--- src/rtl/operand_src1_stage.sv ---
// Registered src1 operand select: Rn/Rs/PC/sign-extended immediate with EX/WB forwarding,
// load-use interlock and a one-entry valid/ready output register. Optional: SRC1_STALL_CNT_EN.
module operand_src1_stage #(
  parameter int DATA_W    = 32,
  parameter int REG_IDX_W = 4,
  parameter int PC_W      = 24,
  parameter int IMM_W     = 12
) (
  input  logic                 clk,
  input  logic                 rst,
  input  logic                 in_valid,
  output logic                 in_ready,
  input  logic [1:0]           sel,
  input  logic [REG_IDX_W-1:0] rn_idx,
  input  logic [REG_IDX_W-1:0] rs_idx,
  input  logic [DATA_W-1:0]    rn_data,
  input  logic [DATA_W-1:0]    rs_data,
  input  logic [PC_W-1:0]      pc,
  input  logic [IMM_W-1:0]     imm,
  input  logic                 ex_wr_en,
  input  logic [REG_IDX_W-1:0] ex_wr_idx,
  input  logic [DATA_W-1:0]    ex_wr_data,
  input  logic                 ex_is_load,
  input  logic                 wb_wr_en,
  input  logic [REG_IDX_W-1:0] wb_wr_idx,
  input  logic [DATA_W-1:0]    wb_wr_data,
  input  logic                 flush,
  output logic                 out_valid,
  input  logic                 out_ready,
  output logic [DATA_W-1:0]    src1,
  output logic [1:0]           src1_fwd
`ifdef SRC1_STALL_CNT_EN
  ,
  output logic [15:0]          stall_cnt
`endif
);

  localparam logic [1:0] SEL_RN   = 2'b00;
  localparam logic [1:0] SEL_RS   = 2'b01;
  localparam logic [1:0] SEL_PC   = 2'b10;
  localparam logic [1:0] SEL_IMM  = 2'b11;

  localparam logic [1:0] FWD_NONE = 2'b00;
  localparam logic [1:0] FWD_EX   = 2'b01;
  localparam logic [1:0] FWD_WB   = 2'b10;

  function automatic logic signed [DATA_W-1:0] sext_imm(input logic [IMM_W-1:0] v);
    return $signed({{(DATA_W-IMM_W){v[IMM_W-1]}}, v});
  endfunction

  function automatic logic signed [DATA_W-1:0] zext_pc(input logic [PC_W-1:0] v);
    return $signed({{(DATA_W-PC_W){1'b0}}, v});
  endfunction

  logic [REG_IDX_W-1:0]      idx_p0;
  logic signed [DATA_W-1:0]  rf_data_p0;
  logic signed [DATA_W-1:0]  data_p0;
  logic [1:0]                fwd_p0;
  logic                      is_reg_p0;
  logic                      ex_hit_p0;
  logic                      wb_hit_p0;
  logic                      hazard_p0;
  logic                      xfer_p0;

  logic signed [DATA_W-1:0]  src1_p1;
  logic [1:0]                fwd_p1;
  logic                      vld_p1;

  // p0: operand select, forwarding and load-use detection (combinational)
  always_comb begin
    idx_p0     = (sel == SEL_RS) ? rs_idx : rn_idx;
    rf_data_p0 = (sel == SEL_RS) ? $signed(rs_data) : $signed(rn_data);
    is_reg_p0  = !sel[1];
    ex_hit_p0  = ex_wr_en && (ex_wr_idx == idx_p0);
    wb_hit_p0  = wb_wr_en && (wb_wr_idx == idx_p0);
    // A pending load in EX is younger than anything in WB, so WB cannot cover it.
    hazard_p0  = is_reg_p0 && ex_hit_p0 && ex_is_load;
    data_p0    = rf_data_p0;
    fwd_p0     = FWD_NONE;
    case (sel)
      SEL_PC:  data_p0 = zext_pc(pc);
      SEL_IMM: data_p0 = sext_imm(imm);
      default: begin
        if (ex_hit_p0 && !ex_is_load) begin
          data_p0 = $signed(ex_wr_data);
          fwd_p0  = FWD_EX;
        end else if (wb_hit_p0) begin
          data_p0 = $signed(wb_wr_data);
          fwd_p0  = FWD_WB;
        end
      end
    endcase
  end

  assign in_ready = !hazard_p0 && (!vld_p1 || out_ready);
  assign xfer_p0  = in_valid && in_ready;

  // p1: output register; held data ignores later forwarding-bus activity
  always_ff @(posedge clk or posedge rst) begin
    if (rst) begin
      vld_p1  <= 1'b0;
      src1_p1 <= '0;
      fwd_p1  <= FWD_NONE;
    end else if (flush) begin
      vld_p1  <= 1'b0;
    end else if (xfer_p0) begin
      vld_p1  <= 1'b1;
      src1_p1 <= data_p0;
      fwd_p1  <= fwd_p0;
    end else if (out_ready) begin
      vld_p1  <= 1'b0;
    end
  end

  assign out_valid = vld_p1;
  assign src1      = src1_p1;
  assign src1_fwd  = fwd_p1;

`ifdef SRC1_STALL_CNT_EN
  always_ff @(posedge clk or posedge rst) begin
    if (rst) begin
      stall_cnt <= '0;
    end else if (flush) begin
      stall_cnt <= '0;
    end else if (in_valid && !in_ready && (stall_cnt != 16'hFFFF)) begin
      stall_cnt <= stall_cnt + 16'd1;
    end
  end
`endif

endmodule
--- config.mk ---
export PLATFORM = sky130hd
export DESIGN_NAME = operand_src1_stage
export DESIGN_NICKNAME = d
export VERILOG_FILES = /design/src/rtl/operand_src1_stage.sv
export SDC_FILE = /design/constraint.sdc
export NUM_CORES = 1
export LEC_CHECK = 0
export ABC_AREA = 1
export CORE_UTILIZATION = 41
export DETAILED_ROUTE_END_ITERATION = 10
export MAX_ROUTING_LAYER = met4
export PLACE_DENSITY = 0.89
export RECOVER_POWER = 25
export REMOVE_ABC_BUFFERS = 1
export SKIP_LAST_GASP = 1
export SLEW_MARGIN = 20
export SYNTH_ARGS = -nofsm -noshare
export SYNTH_HDL_FRONTEND = slang
export SYNTH_SLANG_ARGS = --single-unit
--- constraint.sdc ---
create_clock -name clk -period 3.2 [get_ports clk]
set_input_delay 0.8 -clock clk [delete_from_list [all_inputs] [get_ports clk]]
set_output_delay 0.8 -clock clk [all_outputs]
set_load 0.005 [all_outputs]
==> metrics.md, run 1 <==
| Metric | Value |
|---|---|
| Fin. Hold Viols | `0` |
| Gr usage total | `32.7%` |
| Max stage delay on crit path | `0.37 ns` |
| Final setup violation count | `16` |
| Hold-fix buffers, CTS | `0` |
| Pint | `1.37 mW` |
| Slew Limit Fails | `0` |
| Number of buffers created by CTS | `5` |
| Net switching power | `0.585 mW` |
| Worst hold path startpoint | `src1[12]` |
| Leakage power | `3.37 nW` |
| Area growth syn-to-layout | `84.9%` |
| Worst hold path depth | `2` |
| Max-cap violations | `0` |
| Tightest Hold Check Type | `flip-flop to flip-flop` |
| Leading area contributor after synthesis | `dfrtp_1` |
| Vias in the first global route | `4,967` |
| Worst R2R Path Depth | `6` |
| Top post-synthesis cells by area | `dfrtp_1 (25%), nand2_1 (20%), nand3_1 (11%), inv_1 (8.5%), mux2_2 (7.3%)` |
| DR iter-0 viols | `381` |
| Crit path cell chain | `buf_4 -> inv_8 -> buf_12 -> nand3_4 -> nand3_2 -> nand2_2 -> buf_4 -> buf_4 -> buf_4 -> buf_4 -> buf_4 -> buf_4 -> buf_4 -> nor2_2 -> nand4_1 -> buf_12 -> buf_4 -> nand3_2 -> nand3_2 -> a21boi_1` |
| R2R setup slack | `1.58 ns` |
| Clk_skew | `0.00151 ns` |
| RSZ-0062 raised after global routing | `yes` |
| CTS Root Cell | `clkbuf_8` |
| Post-route setup slack | `-0.0616 ns` |
| CP top delay family | `buffers and inverters` |
| Violated checks | `setup timing` |
| # rows | `33` |
| Gate power share | `46.6%` |
| Die area | `9040 um^2` |
| Detailed Route WL | `15,300 um` |
| Clock sink count | `35` |
| CP Launch Type | `input pin` |
| Yosys cell types | `28` |
| Peak Freq | `307 MHz` |
| Sw Share | `30.0%` |
| Worst r2r src | `out_valid` |
| Max stage delay cell, worst path | `nand4_1` |
| Core Util, Final | `79.1%` |
| Via density | `5.38` |
| Buf/Inv on CP | `12` |
| Number of inserted diodes | `0` |
| Pwr per Cell Area | `297 nW/um^2` |
| Outcome | `finished with violations` |
| Gpl congestion | `0.893` |
| Routed Antenna Nets | `0` |
| Overall power | `1.95 mW` |
| VDD IR-drop max | `0.206 mV` |
| IO buf count | `225` |
| Io pins | `226` |
| Tightest Pin Transition | `1.11 ns` |
| Clock power frac | `24.6%` |
| Die X | `95.1 um` |
| Share of layout cells above drive strength 1 | `15.6%` |
| Most common cell after layout, fill and taps aside | `clkdlybuf4s50_1` |
| Reg-to-Reg End | `src1[11]` |
| Layout Nets | `1,020` |
| Setup CP Type | `input pin to flip-flop` |
| Final TNS setup | `-0.388 ns` |
| CP max FO | `5` |
| Yosys warns | `0` |
| Total iterations of the first detailed-routing run | `5` |
| CTS HTree Levels | `2` |
| Min cycle time layout | `3.26 ns` |
| Relative slew slack | `25.6%` |
| Synth top area share | `24.7%` |
| Die span in y | `95.1 um` |
| Drt wl/cell | `16.4 um` |
| Clock Path Buffers | `2` |
| Post-synthesis register bit count | `35` |
| Worst Hold Path EP | `src1[12]` |
| Skew-Pair Late Insertion Delay | `0.29 ns` |
| Fraction of the yosys area taken by sequential cells | `24.7%` |
| Initial antenna violation count | `0` |
| CP most frequent cell | `buf_4` |
| Commonest cells after routing, fill and taps aside | `clkdlybuf4s50_1 (215), nand2_1 (184), inv_1 (79)` |
| Avg Inst Size Synth | `6.23 um^2` |
| First-pass GRT wire length | `22,200 um` |
| Reg clk slew, reported paths | `0.07 ns` |
| Gr ovfl total | `0` |
| Syn Std Cell Area | `3550 um^2` |
| CTS tree | `built` |
| Final period util | `102%` |
| Data arrival, critical path | `3.48 ns` |
| Pre-CTS WS | `-0.549 ns` |
| CP endpoint kind | `flip-flop` |
| Initial core utilization | `42.8%` |
| Vias | `5,038` |
| Pin count of the biggest net entering global routing | `33` |
| Flop pwr share | `28.8%` |
| DP HPWL | `10,600 um` |
| Core area | `8300 um^2` |
| DRC | `0` |
| Crit path required time | `3.41 ns` |
| Mapped Cells | `570` |
-- worst max path at each step --
stage                 from  slack [ns]  cells past startpoint  endpoint
floorplan           sel[1]       -0.22                     10  src1[11]
global placement    sel[1]       -0.41                     14  in_ready
detailed placement  sel[1]       -0.55                     14  in_ready
CTS                 sel[0]       -0.13                     20  src1[11]
global route        sel[1]       -0.16                     21   src1[6]
finish              sel[1]       -0.06                     20  src1[10]
-- sequential cells by signal, indices dropped and copies added (netlist names) --
signal     count
src1          32
src1_fwd       2
out_valid      1
-- worst register-to-register path, delay by kind of cell (launching register included) --
kind            cells  cell delay, ns
flops               1            0.38
compound gates      1            0.21
simple gates        3            0.70
buf+inv             2            0.17
-- stage by stage --
step,hold slack (ns),area [um^2],instances
after floorplan,0.472,3350,535
after global placement,0.462,6020,896
final,0.490,6570,936
after detailed placement,0.468,6020,896
after CTS,0.489,6290,919
after global routing,0.507,6570,936
-- power by group through the flow --
stage	combinational [mW]	sequential, mW	clock [mW]
after floorplan	0.305	0.573	0
after global placement	0.822	0.568	0
final	0.911	0.562	0.480
after global routing	0.979	0.570	0.507
after detailed placement	0.843	0.569	0
after CTS	0.872	0.561	0.485
-- metal layers --
metal  share of wire, %  global-route usage (%)
met1                 36                    32.8
met3                9.3                    6.86
met2                 50                    59.6
met4                4.8                    16.4
met5                  0                       -
-- Yosys cell counts --
library cell  count
nand3b_1          4
clkinv_1          1
mux2i_1           9
nand2_2           2
nand2_4           1
nor2_4            1
nor2_2            3
buf_4             8
nand4_1          29
nand3_4           1
o31ai_1           1
mux2_2           23
inv_1            80
nand3_2           2
o31ai_2           1
dfrtp_1          35
buf_6             3
nand3_1          78
buf_2            11
buf_1             3
a21boi_0          1
inv_2             4
or2_0             6
o21ai_0           1
nor2_1           37
nand2_1         188
clkbuf_1         10
a21boi_1         27
-- cell type report --
type	instances	area [um^2]
Multi-Input combinational cell	416	2260
Fill cell	580	1730
Timing Repair Buffer	287	2830
Clock inverter	3	67.6
Sequential cell	35	876
Inverter	85	329
Tap cell	105	131
Clock buffer	5	68.8
-- timing repair --
action	4_1_cts	5_1_grt
resized for setup	11	36
buffers inserted	13	14
endpoints found under the setup margin	1	30
gates cloned	2	4
pin swaps	5	10
hold endpoints to repair	0	0
-- cells by family (layout without fill, tap and decap cells) --
kind of cell	Yosys count	count (layout)	share of synthesized area, %
AOI/OAI and AO/OA	31	31	6.62
buffers and inverters	120	380	14.5
DFF	35	35	24.7
muxes	32	32	9.83
and+or+nand+nor	352	353	44.3
Note: power is estimated with default switching activity, not from simulation.
==> run 2: changes to the inputs <==
--- a/config.mk
+++ b/config.mk
@@ -11,7 +11,6 @@
 export MAX_ROUTING_LAYER = met4
 export PLACE_DENSITY = 0.89
 export RECOVER_POWER = 25
-export REMOVE_ABC_BUFFERS = 1
 export SKIP_LAST_GASP = 1
 export SLEW_MARGIN = 20
 export SYNTH_ARGS = -nofsm -noshare
==> metrics.md, run 2 (synthesis gave the netlist of run 1 again) <==
| Metric | Value |
|---|---|
| Peak Freq | `327 MHz` |
| Final setup violation count | `0` |
| CTS Root Cell | `clkbuf_8` |
| Drt wl/cell | `15.1 um` |
| Die area | `9040 um^2` |
| Buf/Inv on CP | `4` |
| Tightest Pin Transition | `1.91 ns` |
| RSZ-0062 raised after global routing | `no` |
| Gpl congestion | `0.903` |
| Max stage delay cell, worst path | `clkdlybuf4s50_1` |
| Area growth syn-to-layout | `72.5%` |
| Worst Hold Path EP | `src1[13]` |
| DRC | `0` |
| Die span in y | `95.1 um` |
| Highest Signal Layer | `met4` |
| Post-DP Area | `5970 um^2` |
| Number of inserted diodes | `0` |
| Detailed Route WL | `13,700 um` |
| Gr usage total | `30.7%` |
| Gr ovfl total | `0` |
| R2R setup slack | `1.60 ns` |
| Leakage power | `3.10 nW` |
| Final instance area | `6130 um^2` |
| Total iterations of the first detailed-routing run | `5` |
| Clock sink count | `35` |
| FILL cells | `689` |
| Stages on worst setup path | `11` |
| Pwr per Cell Area | `296 nW/um^2` |
| Relative slew slack | `-27.2%` |
| Data arrival, critical path | `2.26 ns` |
| Crit path cell chain | `clkdlybuf4s50_1 -> nand3_1 -> nand3_1 -> nand2_1 -> clkinv_1 -> nand3_2 -> nor2_4 -> nand2_2 -> nand2_1 -> inv_1 -> dlygate4sd2_1` |
| Vias | `4,635` |
| # rows | `33` |
| CTS tree | `built` |
| Slew Limit Fails | `36` |
| Outcome | `finished with violations` |
| Reg clk slew, reported paths | `0.07 ns` |
| Fin. Hold Viols | `0` |
| Pin count of the biggest net entering global routing | `38` |
| Post-Syn Nets | `760` |
| Violated checks | `capacitance limit, slew limit` |
| Crit path required time | `2.40 ns` |
| Io pins | `226` |
| Core area | `8300 um^2` |
| DR iter-0 viols | `135` |
| Final period util | `95.6%` |
| Max-cap violations | `1` |
| Setup CP Type | `input pin to output pin` |
| Min cycle time layout | `3.06 ns` |
| DP HPWL | `10,900 um` |
| Overall power | `1.81 mW` |
| Setup crit start | `rs_idx[2]` |
| Commonest cells after routing, fill and taps aside | `clkdlybuf4s50_1 (218), nand2_1 (187), inv_1 (80)` |
| WL met2 | `7030 um` |
| Tightest Hold Check Type | `flip-flop to flip-flop` |
| Worst hold path startpoint | `src1[13]` |
| Via density | `5.12` |
| CP max FO | `2` |
| Hold-fix buffers, CTS | `0` |
| Most common cell after layout, fill and taps aside | `clkdlybuf4s50_1` |
| IO buf count | `225` |
| Initial core utilization | `42.8%` |
| Max stage delay on crit path | `0.48 ns` |
| Number of buffers created by CTS | `5` |
| VDD IR-drop max | `0.199 mV` |
| Die X | `95.1 um` |
| Vias in the first global route | `4,532` |
| CTS HTree Levels | `2` |
| Worst R2R Path Depth | `6` |
| Skew-Pair Late Insertion Delay | `0.29 ns` |
| Clock Path Buffers | `2` |
| Worst r2r src | `out_valid` |
| Met3 wire length | `1260 um` |
| CP Launch Type | `input pin` |
| Post-Route M1 WL | `4990 um` |
| Share of layout cells above drive strength 1 | `10.4%` |
| Reg-to-Reg End | `src1[11]` |
| Max FFs per register | `32` |
| Layout Nets | `990` |
| Initial antenna violation count | `0` |
| Clk_skew | `0.00628 ns` |
| CP endpoint kind | `output pin` |
| First-pass GRT wire length | `20,700 um` |
| Routed Antenna Nets | `0` |
| CP top delay family | `buffers and inverters` |
| Worst hold path depth | `2` |
## run 2: per-layer routing
| layer | global-route usage [%] | vias up |
|---|---|---|
| met4 | 14.9 | 0 |
| li1 | - | 2262 |
| met1 | 31.0 | 2091 |
| met2 | 56.4 | 242 |
| met5 | - | - |
| met3 | 5.90 | 40 |
## run 2: area by class of cell
cell class,count,area (um^2),share of cell area (%)
Sequential cell,35,876,14.3
Inverter,85,322,5.25
Clock buffer,5,68.8,1.12
Timing Repair Buffer,257,2500,40.9
Clock inverter,3,43.8,0.715
Multi-Input combinational cell,416,2180,35.6
Tap cell,105,131,2.14
## run 2: worst max path at each step
stage	end	slack, ns
4_1_cts	in_ready	0.17
2_1_floorplan	in_ready	0.69
3_5_place_dp	in_ready	-0.34
5_1_grt	src1[9]	0.04
6_report	in_ready	0.14
3_3_place_gp	in_ready	-0.31
## run 2: timing repair
| item | CTS | global route |
|---|---|---|
| gates resized for setup | 15 | 0 |
| endpoints found under the setup margin | 1 | 0 |
| buffers inserted | 3 | 0 |
## run 2: report_power, final
group	switching (mW)	total (mW)	internal, mW
Sequential	0.0480	0.567	0.519
Clock	0.172	0.404	0.232
Combinational	0.339	0.842	0.504
## run 2: per-stage QoR
step           TNS, ns  worst slack [ns]  cells  hold WS [ns]  utilization (%)
6_report             0             0.140    906         0.482             73.8
2_1_floorplan        0             0.690    570         0.472                -
3_3_place_gp    -0.346            -0.308    894         0.465             71.9
3_5_place_dp    -0.796            -0.335    894         0.467             71.9
5_1_grt              0            0.0385    906         0.530             73.8
4_1_cts              0             0.172    906         0.489             73.9
## run 2: worst reg2reg max path: stages, from the launching register on
cell,delay (ns)
dfrtp_1,0.39
inv_1,0.06
nor2_1,0.03
inv_1,0.11
nand3_4,0.09
nor2_2,0.58
a21boi_0,0.19
